--- src/rtl/mpt_mem_arbiter.sv ---
// Round-robin arbiter sharing one memory master port among the MPT walking stages.
// Requester IDs are queued in grant order so each response returns to its issuer.
//
// state     | meaning
// ----------+-------------------------------------------------------------
// ST_IDLE   | pick next requester from rr_ptr; forward it, grant if master grants
// ST_LOCKED | master stalled a request; hold lock_id's request until granted
module mpt_mem_arbiter #(
  parameter int NUM_REQUESTERS    = 3,
  parameter int MEMORY_DATA_WIDTH = 64,
  parameter int MEMORY_ADDR_WIDTH = 64,
  parameter int MAX_OUTSTANDING   = 4
) (
  input  logic                                           clk_i,
  input  logic                                           rst_ni,
  input  logic [NUM_REQUESTERS-1:0]                      slave_mem_req,
  output logic [NUM_REQUESTERS-1:0]                      slave_mem_gnt,
  input  logic [NUM_REQUESTERS*MEMORY_ADDR_WIDTH-1:0]    slave_mem_addr,
  input  logic [NUM_REQUESTERS*MEMORY_DATA_WIDTH-1:0]    slave_mem_wdata,
  input  logic [NUM_REQUESTERS-1:0]                      slave_mem_we,
  input  logic [NUM_REQUESTERS*(MEMORY_DATA_WIDTH/8)-1:0] slave_mem_be,
  output logic [NUM_REQUESTERS-1:0]                      slave_mem_valid,
  output logic [MEMORY_DATA_WIDTH-1:0]                   slave_mem_rdata,
  output logic [NUM_REQUESTERS-1:0]                      slave_mem_error,
  output logic                                           memory_master_mem_req,
  input  logic                                           memory_master_mem_gnt,
  output logic [MEMORY_ADDR_WIDTH-1:0]                   memory_master_mem_addr,
  output logic [MEMORY_DATA_WIDTH-1:0]                   memory_master_mem_wdata,
  output logic                                           memory_master_mem_we,
  output logic [MEMORY_DATA_WIDTH/8-1:0]                 memory_master_mem_be,
  input  logic                                           memory_master_mem_valid,
  input  logic [MEMORY_DATA_WIDTH-1:0]                   memory_master_mem_rdata,
  input  logic                                           memory_master_mem_error,
  output logic                                           unexpected_rsp_o
);

  localparam int BW   = MEMORY_DATA_WIDTH / 8;
  localparam int IDW  = (NUM_REQUESTERS > 1) ? $clog2(NUM_REQUESTERS) : 1;
  localparam int PW   = $clog2(MAX_OUTSTANDING);
  localparam int CNTW = PW + 1;

  typedef enum logic {ST_IDLE, ST_LOCKED} state_t;

  state_t          state_q, state_d;
  logic [IDW-1:0]  rr_ptr_q, rr_ptr_d;
  logic [IDW-1:0]  lock_id_q, lock_id_d;
  logic [IDW-1:0]  sel, cur_id, head_id;
  logic            found, cur_req, grant;

  logic [IDW-1:0]  id_fifo [MAX_OUTSTANDING];
  logic [PW-1:0]   wr_ptr, rd_ptr;
  logic [CNTW-1:0] fifo_cnt;
  logic            fifo_full, fifo_empty, push, pop;

  assign fifo_full  = (fifo_cnt == CNTW'(MAX_OUTSTANDING));
  assign fifo_empty = (fifo_cnt == '0);

  // First requesting port at or above rr_ptr, wrapping around.
  always_comb begin
    sel   = '0;
    found = 1'b0;
    for (int i = 0; i < NUM_REQUESTERS; i++) begin
      if (!found && slave_mem_req[(int'(rr_ptr_q) + i) % NUM_REQUESTERS]) begin
        found = 1'b1;
        sel   = IDW'((int'(rr_ptr_q) + i) % NUM_REQUESTERS);
      end
    end
  end

  always_ff @(posedge clk_i or negedge rst_ni) begin
    if (!rst_ni) begin
      state_q   <= ST_IDLE;
      rr_ptr_q  <= '0;
      lock_id_q <= '0;
    end else begin
      state_q   <= state_d;
      rr_ptr_q  <= rr_ptr_d;
      lock_id_q <= lock_id_d;
    end
  end

  always_comb begin
    state_d   = state_q;
    rr_ptr_d  = rr_ptr_q;
    lock_id_d = lock_id_q;
    cur_id    = sel;
    cur_req   = 1'b0;
    case (state_q)
      ST_IDLE:   cur_req = found && !fifo_full;
      ST_LOCKED: begin
        cur_id  = lock_id_q;
        cur_req = 1'b1;
      end
      default: ;
    endcase
    // Grants are combinational from the master, so reset must mask them directly.
    cur_req = cur_req && rst_ni;
    grant   = cur_req && memory_master_mem_gnt;
    if (grant) begin
      rr_ptr_d = (cur_id == IDW'(NUM_REQUESTERS - 1)) ? '0 : cur_id + 1'b1;
      state_d  = ST_IDLE;
    end else if (cur_req && (state_q == ST_IDLE)) begin
      lock_id_d = sel;
      state_d   = ST_LOCKED;
    end
    memory_master_mem_req = cur_req;
    slave_mem_gnt         = '0;
    if (grant) slave_mem_gnt[cur_id] = 1'b1;
  end

  assign memory_master_mem_addr  = slave_mem_addr[int'(cur_id)*MEMORY_ADDR_WIDTH +: MEMORY_ADDR_WIDTH];
  assign memory_master_mem_wdata = slave_mem_wdata[int'(cur_id)*MEMORY_DATA_WIDTH +: MEMORY_DATA_WIDTH];
  assign memory_master_mem_we    = slave_mem_we[cur_id];
  assign memory_master_mem_be    = slave_mem_be[int'(cur_id)*BW +: BW];

  assign push    = grant;
  assign pop     = memory_master_mem_valid && !fifo_empty;
  assign head_id = id_fifo[rd_ptr];

  always_ff @(posedge clk_i or negedge rst_ni) begin
    if (!rst_ni) begin
      wr_ptr           <= '0;
      rd_ptr           <= '0;
      fifo_cnt         <= '0;
      unexpected_rsp_o <= 1'b0;
    end else begin
      if (push) wr_ptr <= wr_ptr + 1'b1;
      if (pop)  rd_ptr <= rd_ptr + 1'b1;
      case ({push, pop})
        2'b10:   fifo_cnt <= fifo_cnt + 1'b1;
        2'b01:   fifo_cnt <= fifo_cnt - 1'b1;
        default: fifo_cnt <= fifo_cnt;
      endcase
      if (memory_master_mem_valid && fifo_empty) unexpected_rsp_o <= 1'b1;
    end
  end

  // ID storage needs no reset; occupancy is tracked by the pointers and count.
  always_ff @(posedge clk_i) begin
    if (push) id_fifo[wr_ptr] <= cur_id;
  end

  always_comb begin
    slave_mem_valid = '0;
    slave_mem_error = '0;
    if (pop) begin
      slave_mem_valid[head_id] = 1'b1;
      slave_mem_error[head_id] = memory_master_mem_error;
    end
  end

  assign slave_mem_rdata = memory_master_mem_rdata;

endmodule

--- config.mk ---
export PLATFORM = sky130hd
export DESIGN_NAME = mpt_mem_arbiter
export DESIGN_NICKNAME = d
export VERILOG_FILES = /design/src/rtl/mpt_mem_arbiter.sv
export SDC_FILE = /design/constraint.sdc
export NUM_CORES = 1
export LEC_CHECK = 0
export BUFFER_PORTS_ARGS = -buffer_cell sky130_fd_sc_hd__buf_2
export CORE_AREA = 2 2 268 270
export CTS_CLUSTER_DIAMETER = 80
export DETAILED_ROUTE_END_ITERATION = 12
export DIE_AREA = 0 0 270 272
export SYNTH_ARGS = -nofsm -noshare
export SYNTH_HDL_FRONTEND = slang
export SYNTH_SLANG_ARGS = --single-unit
export TNS_END_PERCENT = 1
--- constraint.sdc ---
create_clock -name clk_i -period 4.1 [get_ports clk_i]
set_input_delay 0.615 -clock clk_i [delete_from_list [all_inputs] [get_ports clk_i]]
set_output_delay 0.615 -clock clk_i [all_outputs]
set_load 0.05 [all_outputs]
==> results.json <==
{
  "status": "complete, no violations",
  "layout.cells.most_common": "buf_2",
  "layout-drive-gt1-share_pct": 63.0,
  "period_share_pct": 96.2,
  "synth_top_cell_by_area": "mux2i_1",
  "stdcell_count": 1971,
  "fin_skew_ns": 0.00869,
  "clk_latency_ns": 0.26,
  "async_flop_share_pct": 61.9,
  "cts-root-buf": "clkbuf_16",
  "die_w_um": 270,
  "min-delay-path-class": "in -> async",
  "start_util_pct": 6.61,
  "synth-edff-count": 8,
  "firstDrtPassIters": 4,
  "grt_pass1_vias": 6167,
  "cts_htree_levels": 1,
  "slew_headroom_pct": 67.6,
  "dp_hpwl_mm": 30.8,
  "dr_total_vias": 6264,
  "cap_violations": 0,
  "grt_usage_pct": 8.94,
  "layout_common_cells": "520 x buf_2, 140 x mux2i_1, 125 x o2bb2ai_1, 54 x buf_12, 34 x buf_4",
  "path_class": "reg -> out",
  "r2r-start": "rr_ptr_q[0]",
  "setup_ws_ns": 0.155,
  "coreArea_um2": 70800,
  "rsz0062_at_grt": "yes",
  "cp-startpoint": "rr_ptr_q[0]",
  "cts_resized": 5,
  "via_per_inst": 3.18,
  "synth_area_leaders": "mux2i_1 30%, o2bb2ai_1 26%, buf_4 11%",
  "report.final.hold_viol_count": 0,
  "setup-violations-final": 0,
  "grt_pass1_wl_mm": 46.2,
  "cp-start-kind": "flip-flop",
  "die_h_um": 272,
  "ant_nets": 0,
  "synth-seq-area-share_pct": 12.1,
  "ys.flop_type": "dfrtp_1",
  "overflow": 0,
  "drc": 0,
  "critical_path_arrival_ns": 3.33,
  "totalWireLength_mm": 34.8,
  "dieArea_um2": 73400,
  "area_delta_synth_final_pct": 98.2,
  "synth_cell_type_count": 47,
  "synth_warnings": 0,
  "row_count": 98,
  "port-buffer-count": 566,
  "crit_path_end_kind": "output pin",
  "cts_buffers": 3,
  "nNetsFinal": 1506,
  "worst-path-max-fanout": 40,
  "wire_per_inst_um": 17.7,
  "clkSlewWorstSetupHoldPaths_ns": 0.06,
  "grt_max_degree": 83,
  "tightest_slew_ns": 0.485,
  "synth_fp_nets": 1002,
  "max_freq_mhz": 254,
  "max-clock-path-buffers": 2,
  "post-cts-setup-buffer-count": 0,
  "gp_congestion": 0.912,
  "ys_ff_latch": 21,
  "period_needed_ns": 3.94,
  "postCtsHoldBufs": 0,
  "drv_slew": 0,
  "drt_iter0_markers": 224,
  "cts_sinks": 21,
  "dpl_worst_slack_ns": 0.151,
  "antenna_found_initial": 21,
  "synth.top_cell.area_share_pct": 30.0,
  "dp.cells": 1958,
  "netlist_area_um2": 4670,
  "critPathRequiredTime_ns": 3.48,
  "io-pin-count": 695,
  "syn-instance-count": 509,
  "avgSynthCellArea_um2": 9.18,
  "cts_tree": "built"
}
per-stage QoR:
stage	hold slack, ns	cell area, µm²	utilization [%]	TNS, ns
2_1_floorplan	0.319	4670	-	0
3_3_place_gp	0.436	9080	12.8	0
3_5_place_dp	0.449	9080	12.8	0
4_1_cts	0.281	9190	13.0	-0.00651
5_1_grt	0.293	9250	13.1	-0.0365
6_report	0.272	9260	13.1	0
Yosys cell counts, types with 3 or more instances:
cell / number
a21o_1: 3
a21oi_1: 5
and2_1: 10
buf_2: 15
buf_4: 71
clkbuf_1: 14
clkbuf_4: 9
dfrtp_1: 13
edfxtp_1: 8
ha_1: 9
inv_1: 11
mux2i_1: 140
nand2_1: 8
nor2_1: 8
nor2b_1: 4
o2bb2ai_1: 137
xnor2_1: 4
metal layers:
metal,up-vias,global-route usage (%),part of all wire (%)
li1,2934,-,-
met1,2794,10.2,39
met5,-,0,0.078
met2,481,15.4,47
met3,51,3.49,11
met4,4,2.53,2.9
final cells by class:
| cell class | instances | area (µm²) |
|---|---|---|
| Antenna cell | 9 | 22.5 |
| Clock buffer | 3 | 75.1 |
| Clock inverter | 1 | 5.00 |
| Fill cell | 8052 | 61500 |
| Inverter | 12 | 45.0 |
| Multi-Input combinational cell | 366 | 3410 |
| Sequential cell | 21 | 566 |
| Tap cell | 950 | 1190 |
| Timing Repair Buffer | 609 | 3950 |
path summary, 6_finish.rpt:
check	to	slack, ns	depth (start not counted)
setup / recovery	memory_master_mem_addr[53]	0.16	11
setup reg to reg	fifo_cnt[2]	0.92	14
hold / removal	fifo_cnt[0]	0.27	1
max in group asynchronous	rd_ptr[0]	3.54	1
min in group clk_i	unexpected_rsp_o	0.46	1
hold reg to reg	unexpected_rsp_o	0.46	1
registers in the layout, indices dropped and copies added, names as in the netlist:
signal	count
fifo_cnt	3
id_fifo	8
lock_id_q	2
rd_ptr	2
rr_ptr_q	2
state_q	1
unexpected_rsp_o	1
wr_ptr	2
logic make-up (layout without fill, tap and decap cells):
logic type / after synthesis / after routing / synth area share, %
xor gates and xnor gates: 6 / 6 / 1.12
and+or+nand+nor: 43 / 43 / 5.01
muxes: 146 / 146 / 32.0
other: 0 / 9 / 0
buffers and inverters: 122 / 625 / 16.8
DFF: 21 / 21 / 12.1
adders and majority gates: 10 / 10 / 2.84
AOI/OAI and AO/OA: 161 / 161 / 30.2
worst max-delay path, stage by stage (launching register included):
cell and delay (ns):
dfrtp_1 0.39, inv_1 0.09, ha_2 0.43, and2b_1 0.21, o21a_1 0.18, o2111ai_2 0.17
a21oi_4 0.32, buf_12 0.32, buf_4 0.23, mux2i_1 0.30, o2bb2ai_1 0.11, buf_2 0.22
Power is not shown: default switching activity piles up to over one toggle a cycle in this logic, so the estimate is an artifact.
